## src/rtl/fpu_add_arb.sv

```systemverilog
// Four-way round-robin issue arbiter for a shared FPU add pipeline.
// It bounds outstanding work with credits and can halt and drain for scan-inject sequences.
module fpu_add_arb #(
  parameter int CREDITS = 4
) (
  input  logic         clk,
  input  logic         rst,
  input  logic [3:0]   req_valid,
  output logic [3:0]   req_ready,
  input  logic [31:0]  req_opcode,
  input  logic [7:0]   req_round_mode,
  input  logic [7:0]   req_cc_id,
  input  logic [255:0] req_operand1,
  input  logic [255:0] req_operand2,
  input  logic         add_done,
  input  logic         halt_req,
  output logic         halted,
  output logic [2:0]   credits_avail,
  output logic [7:0]   opcode,
  output logic [1:0]   round_mode,
  output logic [4:0]   req_id,
  output logic [1:0]   req_cc_id_out,
  output logic [63:0]  operand1,
  output logic [63:0]  operand2,
  output logic         oprd1_50_0_neq_0,
  output logic         oprd1_53_32_neq_0,
  output logic         oprd1_exp_neq_0,
  output logic         oprd1_exp_neq_ff,
  output logic         oprd2_50_0_neq_0,
  output logic         oprd2_53_32_neq_0,
  output logic         oprd2_exp_neq_0,
  output logic         oprd2_exp_neq_ff,
  output logic         add_req
);

  localparam logic [2:0] CRED_MAX = 3'(CREDITS);

  typedef enum logic [1:0] {RUN, DRAIN, HALTED} state_t;

  state_t      state_reg;
  logic        halted_reg;
  logic [1:0]  rr_reg;
  logic [2:0]  credits_reg;
  logic [2:0]  tag_reg [4];

  logic        add_req_reg;
  logic [7:0]  opcode_reg;
  logic [1:0]  round_mode_reg;
  logic [4:0]  req_id_reg;
  logic [1:0]  cc_id_reg;
  logic [63:0] operand1_reg;
  logic [63:0] operand2_reg;
  logic [3:0]  flags1_reg;
  logic [3:0]  flags2_reg;

  logic [7:0]  opc_arr [4];
  logic [1:0]  rm_arr  [4];
  logic [1:0]  cc_arr  [4];
  logic [63:0] op1_arr [4];
  logic [63:0] op2_arr [4];

  genvar gi;
  generate
    for (gi = 0; gi < 4; gi++) begin : g_unpack
      assign opc_arr[gi] = req_opcode[8*gi +: 8];
      assign rm_arr[gi]  = req_round_mode[2*gi +: 2];
      assign cc_arr[gi]  = req_cc_id[2*gi +: 2];
      assign op1_arr[gi] = req_operand1[64*gi +: 64];
      assign op2_arr[gi] = req_operand2[64*gi +: 64];
    end
  endgenerate

  // Packed as {50_0_neq_0, 53_32_neq_0, exp_neq_0, exp_neq_ff}.
  function automatic logic [3:0] opnd_flags(input logic [63:0] v);
    opnd_flags = {|v[50:0], |v[53:32], |v[62:52], ~&v[62:52]};
  endfunction

  logic       win_found;
  logic [1:0] win_idx;
  logic       can_issue;
  logic       grant;
  logic [2:0] next_tag;

  always_comb begin
    logic [1:0] cand;
    cand      = '0;
    win_found = 1'b0;
    win_idx   = rr_reg;
    for (int k = 0; k < 4; k++) begin
      cand = rr_reg + 2'(k);
      if (!win_found && req_valid[cand]) begin
        win_found = 1'b1;
        win_idx   = cand;
      end
    end
  end

  // halt_req gates issue combinationally so no grant slips through in the cycle it rises.
  assign can_issue = (state_reg == RUN) && !halt_req && (credits_reg != 3'd0);
  assign grant     = can_issue && win_found;
  assign req_ready = grant ? (4'b0001 << win_idx) : 4'b0000;
  assign next_tag  = tag_reg[win_idx] + 3'd1;

  always_ff @(posedge clk) begin
    if (rst) begin
      rr_reg         <= '0;
      add_req_reg    <= 1'b0;
      opcode_reg     <= '0;
      round_mode_reg <= '0;
      req_id_reg     <= '0;
      cc_id_reg      <= '0;
      operand1_reg   <= '0;
      operand2_reg   <= '0;
      flags1_reg     <= '0;
      flags2_reg     <= '0;
      for (int t = 0; t < 4; t++) tag_reg[t] <= '0;
    end else begin
      add_req_reg <= grant;
      if (grant) begin
        rr_reg           <= win_idx + 2'd1;
        tag_reg[win_idx] <= next_tag;
        opcode_reg       <= opc_arr[win_idx];
        round_mode_reg   <= rm_arr[win_idx];
        cc_id_reg        <= cc_arr[win_idx];
        req_id_reg       <= {next_tag, win_idx};
        operand1_reg     <= op1_arr[win_idx];
        operand2_reg     <= op2_arr[win_idx];
        flags1_reg       <= opnd_flags(op1_arr[win_idx]);
        flags2_reg       <= opnd_flags(op2_arr[win_idx]);
      end
    end
  end

  // A credit return at full count is dropped rather than wrapping.
  always_ff @(posedge clk) begin
    if (rst) begin
      credits_reg <= CRED_MAX;
    end else begin
      case ({grant, add_done})
        2'b10:   credits_reg <= credits_reg - 3'd1;
        2'b01:   if (credits_reg != CRED_MAX) credits_reg <= credits_reg + 3'd1;
        default: credits_reg <= credits_reg;
      endcase
    end
  end

  always_ff @(posedge clk) begin
    if (rst) begin
      state_reg  <= RUN;
      halted_reg <= 1'b0;
    end else begin
      case (state_reg)
        RUN: begin
          if (halt_req) state_reg <= DRAIN;
          halted_reg <= 1'b0;
        end
        DRAIN: begin
          if (!halt_req) begin
            state_reg  <= RUN;
            halted_reg <= 1'b0;
          end else if (credits_reg == CRED_MAX && !add_req_reg) begin
            state_reg  <= HALTED;
            halted_reg <= 1'b1;
          end
        end
        HALTED: begin
          if (!halt_req) begin
            state_reg  <= RUN;
            halted_reg <= 1'b0;
          end
        end
        default: begin
          state_reg  <= RUN;
          halted_reg <= 1'b0;
        end
      endcase
    end
  end

  assign halted            = halted_reg;
  assign credits_avail     = credits_reg;
  assign add_req           = add_req_reg;
  assign opcode            = opcode_reg;
  assign round_mode        = round_mode_reg;
  assign req_id            = req_id_reg;
  assign req_cc_id_out     = cc_id_reg;
  assign operand1          = operand1_reg;
  assign operand2          = operand2_reg;
  assign oprd1_50_0_neq_0  = flags1_reg[3];
  assign oprd1_53_32_neq_0 = flags1_reg[2];
  assign oprd1_exp_neq_0   = flags1_reg[1];
  assign oprd1_exp_neq_ff  = flags1_reg[0];
  assign oprd2_50_0_neq_0  = flags2_reg[3];
  assign oprd2_53_32_neq_0 = flags2_reg[2];
  assign oprd2_exp_neq_0   = flags2_reg[1];
  assign oprd2_exp_neq_ff  = flags2_reg[0];

endmodule

```

## config.mk

```make
export PLATFORM = sky130hd
export DESIGN_NAME = fpu_add_arb
export DESIGN_NICKNAME = d
export VERILOG_FILES = /design/src/rtl/fpu_add_arb.sv
export SDC_FILE = /design/constraint.sdc
export NUM_CORES = 1
export LEC_CHECK = 0
export BUFFER_PORTS_ARGS = -buffer_cell sky130_fd_sc_hd__buf_2
export CAP_MARGIN = 40
export CORE_AREA = 3 3 281 283
export CTS_BUF_LIST = sky130_fd_sc_hd__clkbuf_16
export DETAILED_ROUTE_END_ITERATION = 10
export DIE_AREA = 0 0 284 286
export GPL_TIMING_DRIVEN = 0
export PLACE_DENSITY = 0.32
export SLEW_MARGIN = 20
export SYNTH_ARGS = -nofsm -noshare
export SYNTH_HDL_FRONTEND = slang
export SYNTH_SLANG_ARGS = --single-unit
```

## constraint.sdc

```tcl
create_clock -name clk -period 3.1 [get_ports clk]
set_input_delay 0 -clock clk [delete_from_list [all_inputs] [get_ports clk]]
set_output_delay 0 -clock clk [all_outputs]
set_load 0.02 [all_outputs]
```

==> out/qor_table.md, run 1 <==
| Group | Parameter | Value |
|---|---|---|
| synth | EDFF count, synth | 12 |
| timing | Worst setup margin | -0.0193 ns |
| routing | DRC violations left | 0 |
| final layout | Share of layout cells above drive strength 1 | 38.6% |
| worst hold path | Kind of path behind the tightest hold check | primary input to flip-flop |
| final layout | P&R area growth vs syn | 87.5% |
| synth | Flops & latches, synth | 174 |
| global route | Number of global-route vias before repair | 17900 |
| timing | Final clock skew | 0.0104 ns |
| global route | Maximum number of pins on one net before global-route repair | 20 |
| global route | Overall track demand over capacity in global routing | 25.1% |
| clocking | CTS sink count | 174 |
| global route | Overall overflow remaining after global route | 0 |
| power | PnR Total Power | 11.8 mW |
| clocking | Clock Latency Late Sink | 0.50 ns |
| routing | Remaining antenna violation count | 0 |
| timing | Slew margin rel. | 42.3% |
| place | Detailed Place HPWL | 86.4 mm |
| place | Routability Congestion | 0.916 |
| timing | Setup repair after global routing missed its margin | true |
| setup path | Cell at the slowest stage of the critical path | sky130_fd_sc_hd__or4_4 |
| global route | Antenna violations before repair | 41 |
| routing | Pre-antenna DRT Iters | 6 |
| synth | Post-Synthesis Net Count | 2244 |
| routing | Detailed-route wire length | 106 mm |
| clocking | CTS root buf | sky130_fd_sc_hd__clkbuf_16 |
| power | Static Leakage | 9.32 nW |
| place | Number of port buffers | 729 |
| final layout | Nets@finish | 3289 |
| run status | Violated checks | negative setup slack |
| timing | Tmin final | 3.12 ns |
| die | Core ar. | 77000 um2 |
| die | Total Die Area | 81200 um2 |
| routing | Number of vias in the routed layout | 17600 |
| synth | Number of distinct library cell variants in the gate-level netlist after synthesis | 51 |
| clocking | Clock tree from TritonCTS | done |
| timing | Timing-limited maximum frequency | 0.321 GHz |
| power | Clock network fraction of total power | 20.5% |
| synth | Share of flip-flops with an asynchronous set or reset | 0% |
| timing | Final-report setup violation count | 2 |
| setup path | Cells along the critical path | and2b_2 > or4_4 > buf_12 > buf_12 > and3_4 > a211oi_2 > a31o_2 > nand4_1 > nor4_4 > buf_6 > a41oi_2 |
| power | Net switching component of the power | 5.40 mW |
| final layout | Summed area of non-filler cells in the final layout | 20600 um2 |
| setup path | Critical Path AT | 3.49 ns |
| setup path | Type of element launching the critical path | flip-flop |
| clocking | Buffer levels on the longest clock path | 2 |
| setup path | Endpoint required time on the critical path | 3.47 ns |
| routing | DRT iter0 DRCs | 1100 |
| global route | Global-route wire length before repair | 143 mm |
| final layout | Number of filler cells placed in the layout | 8742 |
| run status | Outcome | finished with violations |
| power | Switching share of power | 45.9% |
| synth | Synth Cell Area | 11000 um2 |
| synth | Average size of a mapped cell | 6.59 um2 |
| final layout | Area of the multi-input gates | 7200 um2 |
| power | Logic pwr share | 55.9% |
| timing | Final period util | 101% |
| final layout | Area used by sequential logic in the layout | 3610 um2 |
| setup path | Delay contributed by the slowest stage of the critical path | 0.60 ns |
| synth | Post-Syn Instances | 1670 |
| power | PwrDens | 570 nW/um2 |
| clocking | Number of buffers created by CTS | 17 |
| die | Width of the die | 284 um |
| synth | Sequential cell area fraction in the yosys report | 32.8% |
| clocking | Deepest level of the CTS H-tree | 4 |
| routing | Via density | 4.63 |
| power | Internal | 6.35 mW |
| die | Top-Level Pins | 730 |
| synth | Main flop type after synthesis | sky130_fd_sc_hd__dfxtp_1 |
| setup path | Type of the worst setup path | flip-flop to flip-flop |
| clocking | Clock transition at the registers of the reported paths | 0.07 ns |
| power | Flop pwr share | 23.6% |
| synth | Yosys warning total | 0 |
| setup path | Crit path max fanout | 9 |
| die | Initial core utilization | 14.3% |
| place | Dpl cell area | 16300 um2 |
| setup path | Capturing element type of the critical path | flip-flop |
| timing | Endpoints failing hold | 0 |
| power | Peak VDD IR | 0.442 mV |
| timing | Slew Viols, Final | 0 |
| setup path | CP dominant cell by count | sky130_fd_sc_hd__buf_12 |
| die | Row count | 102 |
| flow run | Count of maximum capacitance violations | 0 |
| routing | Average detailed-routed wire length per instance | 28.0 um |
| timing | Least-Margin Pin Slew | 0.866 ns |
| die | Height of the die | 286 um |
-- kinds of logic (layout without fill, tap and decap cells) --
| group | after synthesis | in the layout | synth area share (%) |
|---|---|---|---|
| AOI/OAI and AO/OA | 495 | 495 | 27.1 |
| xor gates and xnor gates | 3 | 3 | 0.239 |
| adders and majority gates | 6 | 6 | 0.751 |
| buffers and inverters | 163 | 1220 | 6.20 |
| DFF | 174 | 174 | 32.8 |
| other | 0 | 22 | 0 |
| and+or+nand+nor | 829 | 829 | 32.9 |
-- power groups by stage --
| stage | Clock [mW] | Sequential, mW | Combinational, mW |
|---|---|---|---|
| floorplan | 0 | 3.14 | 2.27 |
| global placement | 0 | 2.82 | 5.28 |
| detailed placement | 0 | 2.83 | 5.41 |
| CTS | 2.49 | 2.78 | 6.39 |
| global route | 2.55 | 2.81 | 6.99 |
| finish | 2.41 | 2.78 | 6.57 |
-- cell usage in the layout (no fill, tap or decap), types with 41 or more instances in the layout --
cell type / n
sky130_fd_sc_hd__buf_4: 46
sky130_fd_sc_hd__nor2_1: 84
sky130_fd_sc_hd__and3_1: 45
sky130_fd_sc_hd__nand2_1: 492
sky130_fd_sc_hd__dlygate4sd3_1: 225
sky130_fd_sc_hd__dfxtp_1: 160
sky130_fd_sc_hd__a21oi_1: 274
sky130_fd_sc_hd__clkbuf_1: 55
sky130_fd_sc_hd__buf_2: 736
sky130_fd_sc_hd__buf_6: 42
sky130_fd_sc_hd__nand3_1: 113
sky130_fd_sc_hd__a22oi_1: 41
-- cell type report --
cell class                 count  share of cell area [%]
clock inverter                14                   0.868
clock buffer                  17                    2.06
sequential                   174                    17.5
timing repair inverter         1                  0.0243
tap                         1040                    6.31
timing repair buffer        1026                    32.1
inverter                       6                   0.146
multi-input combinational   1333                    34.9
antenna                       22                   0.267
buffer                       156                    5.81
-- stage by stage --
step	utilization (%)	cells	TNS, ns	hold slack [ns]	setup slack, ns
floorplan	-	1670	0	0.129	0.168
CTS	26.1	3751	-0.0961	0.000340	-0.0510
finish	26.8	3789	-0.0203	0.0302	-0.0193
global route	26.7	3771	-0.335	0.0159	-0.107
global placement	20.7	3439	-207.12	0.320	-2.69
detailed placement	21.2	3467	-88.34	0.334	-1.47
-- final timing paths --
path / slack [ns] / start / end / cells after the start
hold / removal: 0.03 / req_operand1[195] / operand1[3]$_SDFFE_PP0P_ / 5
setup / recovery: -0.02 / rr_reg[0]$_SDFFE_PP0P_ / flags1_reg[2]$_SDFFE_PP0P_ / 11
setup reg to reg: -0.02 / rr_reg[0]$_SDFFE_PP0P_ / flags1_reg[2]$_SDFFE_PP0P_ / 11
hold reg to reg: 0.45 / operand2[38]$_SDFFE_PP0P_ / operand2[38]$_SDFFE_PP0P_ / 2
-- synth_stat cells, types with 4 or more instances --
cell	number	area share, %
sky130_fd_sc_hd__nand2b_1	4	0.23
sky130_fd_sc_hd__edfxtp_1	12	3.3
sky130_fd_sc_hd__a22oi_1	72	4.9
sky130_fd_sc_hd__a31oi_1	17	0.97
sky130_fd_sc_hd__or4_1	4	0.27
sky130_fd_sc_hd__nand3_1	129	5.9
sky130_fd_sc_hd__ha_1	5	0.57
sky130_fd_sc_hd__nand2_1	493	17
sky130_fd_sc_hd__a21oi_1	275	13
sky130_fd_sc_hd__and2_1	5	0.28
sky130_fd_sc_hd__nor2_1	85	2.9
sky130_fd_sc_hd__nor4_1	23	1.3
sky130_fd_sc_hd__inv_1	4	0.14
sky130_fd_sc_hd__nand4_1	10	0.57
sky130_fd_sc_hd__dfxtp_1	162	29
sky130_fd_sc_hd__clkbuf_1	100	3.4
sky130_fd_sc_hd__a311oi_1	4	0.32
sky130_fd_sc_hd__nor3_1	12	0.55
sky130_fd_sc_hd__a31o_2	32	2.5
sky130_fd_sc_hd__and3_1	47	2.7
sky130_fd_sc_hd__buf_1	16	0.55
sky130_fd_sc_hd__a211oi_1	44	3.0
sky130_fd_sc_hd__o21ai_0	33	1.5
sky130_fd_sc_hd__buf_2	38	1.7
sky130_fd_sc_hd__and4_1	4	0.32
-- timing repair --
| item | 4_1_cts | 5_1_grt |
|---|---|---|
| hold endpoints to repair | 102 | 0 |
| setup endpoints to repair | 183 | 64 |
| gates resized for setup | 202 | 100 |
| gates cloned | 0 | 2 |
| pin swaps | 23 | 21 |
| hold buffers | 226 | 0 |
| setup buffers | 29 | 13 |
-- critical path, delay by kind of cell (launching register included) --
kind	cells	cell delay (ns)
compound gates	3	0.44
flops	1	0.36
buf+inv	3	0.50
simple gates	5	1.69
-- layer usage --
metal / up-vias / track usage [%] / routed length (um) / share of wire, %
met3: 156 / 6.37 / 7940 / 7.5
met1: 8561 / 29.8 / 42700 / 40
met2: 811 / 44.2 / 52300 / 49
li1: 8004 / - / - / -
met5: - / 0 / 134 / 0.13
met4: 20 / 7.70 / 3120 / 2.9
(Power assumes the default switching activity.)
==> inputs of run 2 (changes only) <==
- CTS_CLUSTER_DIAMETER: default -> 100
- REMOVE_ABC_BUFFERS: default -> 1
==> run 2 against run 1 <==
Against the previous run:
- the run still ends with negative setup slack left
- utilization rose by 1.1 points
- highest routed layer unchanged
- final cell count fell by 0.61%
- design area rose by 4.1%
- largest power group unchanged
- largest cell class unchanged
- global-route usage fell by 6.7 points
- clock-buffer cell count did not move
- sequential power barely moved
- setup slack got worse by 0.056 ns
- register-to-register slack got worse by 0.06 ns
- total power fell by 4.2%
==> out/qor_table.md, run 2 (synthesized netlist as in run 1, its figures left out) <==
| Group | Parameter | Value | vs previous |
|---|---|---|---|
| run status | Outcome | finished with violations |  |
| run status | Violated checks | negative setup slack |  |
| timing | Tmin final | 3.18 ns | +0.0562 ns |
| die | Core ar. | 77000 um2 | unchanged |
| timing | Final-report setup violation count | 4 | +2 |
| timing | Timing-limited maximum frequency | 0.315 GHz | -1.8% |
| routing | DRC violations left | 0 | unchanged |
| routing | Pre-antenna DRT Iters | 7 | +1 |
| global route | Antenna violations before repair | 7 | -83% |
| setup path | R2r startpoint | rr_reg[0]$_SDFFE_PP0P_ |  |
| global route | Global-route wire length before repair | 112 mm | -22% |
| die | Width of the die | 284 um | unchanged |
| routing | Remaining antenna violation count | 0 | unchanged |
| routing | Via density | 4.50 | -2.8% |
| place | Routability Congestion | 0.907 | -0.95% |
| timing | Endpoints failing hold | 0 | unchanged |
| clocking | Number of buffers created by CTS | 17 | unchanged |
| die | Top-Level Pins | 730 | unchanged |
| setup path | Capturing element type of the critical path | flip-flop |  |
| timing | Final period util | 102% | +1.8 points |
| timing | Worst setup margin | -0.0754 ns | -0.0562 ns |
| timing | Slew margin rel. | 50.7% | +8.4 points |
| timing | Least-Margin Pin Slew | 0.736 ns | -0.129 ns |
| global route | Overall track demand over capacity in global routing | 18.3% | -6.7 points |
| setup path | R2R Path End | flags1_reg[3]$_SDFFE_PP0P_ |  |
| clocking | Buffer levels on the longest clock path | 2 | unchanged |
| clocking | Clock transition at the registers of the reported paths | 0.08 ns | about the same |
| setup path | Crit path max fanout | 7 | -2 |
| global route | Maximum number of pins on one net before global-route repair | 90 | +350% |
| flow run | Count of maximum capacitance violations | 0 | unchanged |
| timing | TNS Setup | -0.261 ns | -0.241 ns |
| power | Static Leakage | 9.68 nW | +3.9% |
| clocking | Clock tree from TritonCTS | done |  |
| timing | Setup repair after global routing missed its margin | true |  |
| die | Row count | 102 | unchanged |
| final layout | P&R area growth vs syn | 95.1% |  |
| clocking | CTS root buf | sky130_fd_sc_hd__clkbuf_16 |  |
| setup path | Logic depth of the worst register-to-register path | 14 | +3 |
| setup path | Cell at the slowest stage of the critical path | sky130_fd_sc_hd__or4_4 |  |
| power | PwrDens | 525 nW/um2 | -7.9% |
| setup path | Type of element launching the critical path | flip-flop |  |
| global route | Number of global-route vias before repair | 17000 | -5.0% |
| final layout | Share of layout cells above drive strength 1 | 38.4% | -0.14 points |
| timing | Final clock skew | 0.0164 ns | +0.00602 ns |
| worst hold path | Instance count along the most critical hold path | 5 | unchanged |
| place | Worst slack at placement | -1.33 ns | +0.141 ns |
| final layout | Area used by sequential logic in the layout | 3610 um2 | +0.10% |
| final layout | Area of the multi-input gates | 7220 um2 | +0.35% |
| final layout | Nets@finish | 3285 | -0.12% |
| routing | Number of vias in the routed layout | 17000 | -3.4% |
| worst hold path | End point of the worst hold path | operand2[2]$_SDFFE_PP0P_ |  |
| setup path | Cells along the critical path | and2b_4 > buf_6 > nor4_4 > buf_4 > nor2_4 > clkinv_8 > buf_12 > buf_16 > a211oi_2 > a31oi_1 > or4_4 > nor4_4 > buf_6 > a311oi_1 |  |
| worst hold path | Hold wc startpoint | req_operand2[194] |  |
| routing | Detailed-route wire length | 79.0 mm | -26% |
| setup path | Flop-to-flop setup slack | -0.08 ns | -0.06 ns |
| routing | Average detailed-routed wire length per instance | 21.0 um | -25% |
| power | PnR Total Power | 11.3 mW | -4.2% |
| setup path | Critical Path AT | 3.53 ns | +0.04 ns |
| final layout | Most frequent standard cell in the layout excluding fill and tap cells | sky130_fd_sc_hd__buf_2 |  |
| routing | DRT iter0 DRCs | 805 | -27% |
| timing | Slew Viols, Final | 0 | unchanged |
| die | Height of the die | 286 um | unchanged |
| die | Initial core utilization | 14.3% | unchanged |
| place | Number of port buffers | 729 | unchanged |
| setup path | Endpoint required time on the critical path | 3.45 ns | -0.02 ns |
| setup path | Type of the worst setup path | flip-flop to flip-flop |  |
| clocking | CTS sink count | 174 | unchanged |
| final layout | Number of filler cells placed in the layout | 8626 | -1.3% |
| worst hold path | Kind of path behind the tightest hold check | primary input to flip-flop |  |
| global route | Overall overflow remaining after global route | 0 | unchanged |
| die | Total Die Area | 81200 um2 | unchanged |
| setup path | Delay contributed by the slowest stage of the critical path | 0.57 ns | -0.03 ns |
| final layout | Most frequent cells in the layout | sky130_fd_sc_hd__buf_2, sky130_fd_sc_hd__nand2_1, sky130_fd_sc_hd__dlygate4sd3_1 |  |
| place | Detailed Place HPWL | 52.7 mm | -39% |
| power | Peak VDD IR | 0.284 mV | -36% |
| clocking | Deepest level of the CTS H-tree | 4 | unchanged |
| clocking | Clock Latency Late Sink | 0.48 ns | -0.02 ns |
==> run 2: cell type report <==
class                      instances  share of cell area, %
multi-input combinational       1336                   33.7
inverter                           6                  0.239
sequential                       174                   16.8
tap                             1040                   6.06
clock inverter                    15                  0.810
timing repair inverter             4                  0.251
antenna                            2                 0.0233
clock buffer                      17                   1.98
timing repair buffer            1172                   40.1
==> run 2: per-stage QoR <==
| step | instances | hold slack [ns] | instance area, um2 | util [%] |
|---|---|---|---|---|
| after floorplan | 1513 | 0.0691 | 10300 | - |
| after global placement | 3282 | 0.328 | 15300 | 19.9 |
| after detailed placement | 3350 | 0.331 | 16200 | 21.1 |
| after CTS | 3730 | 0.000400 | 20900 | 27.1 |
| after global routing | 3765 | 0.0294 | 21500 | 27.9 |
| final | 3766 | 0.0238 | 21500 | 27.9 |
==> run 2: metal layers <==
metal  share of wire (%)  routed length, um  global-route usage [%]  vias up
met5               0.029                 23                       0        -
met4                 2.8               2220                    5.71        4
met3                 5.2               4120                    3.51      113
met2                  50              39400                    32.2      650
met1                  42              33300                    22.6     8212
li1                    -                  -                       -     7974
==> run 2: how the worst max path moves through the flow <==
stage	from	endpoint	slack (ns)
floorplan	req_valid[0]	tag_reg[2][1]$_SDFFCE_PN0P_	-12.66
global placement	req_valid[1]	tag_reg[0][2]$_SDFFCE_PN0P_	-27.29
detailed placement	rr_reg[0]$_SDFFE_PP0P_	flags2_reg[3]$_SDFFE_PP0P_	-1.33
CTS	rr_reg[1]$_SDFFE_PP0P_	flags2_reg[3]$_SDFFE_PP0P_	-0.09
global route	rr_reg[0]$_SDFFE_PP0P_	flags2_reg[3]$_SDFFE_PP0P_	-0.22
finish	rr_reg[0]$_SDFFE_PP0P_	flags1_reg[3]$_SDFFE_PP0P_	-0.08
==> run 2: where the power goes <==
group	switching [mW]	internal [mW]	leakage, nW
clock network	1.15	1.15	0.294
logic	3.53	2.68	7.93
registers	0.173	2.58	1.46
total	4.85	6.42	9.68
==> run 2: critical path: cells and delay by family (launching register included) <==
| kind | cells | cell delay [ns] |
|---|---|---|
| buffers and inverters | 6 | 0.87 |
| and+or+nand+nor | 5 | 1.43 |
| DFF | 1 | 0.37 |
| AOI/OAI and AO/OA | 3 | 0.35 |
==> run 2: what timing repair did <==
item,in CTS,in global routing
pin swaps,19,25
buffers inserted,43,37
hold endpoints to repair,123,0
hold buffers,290,0
endpoints found under the setup margin,140,59
resized for setup,76,70
cloned,20,5
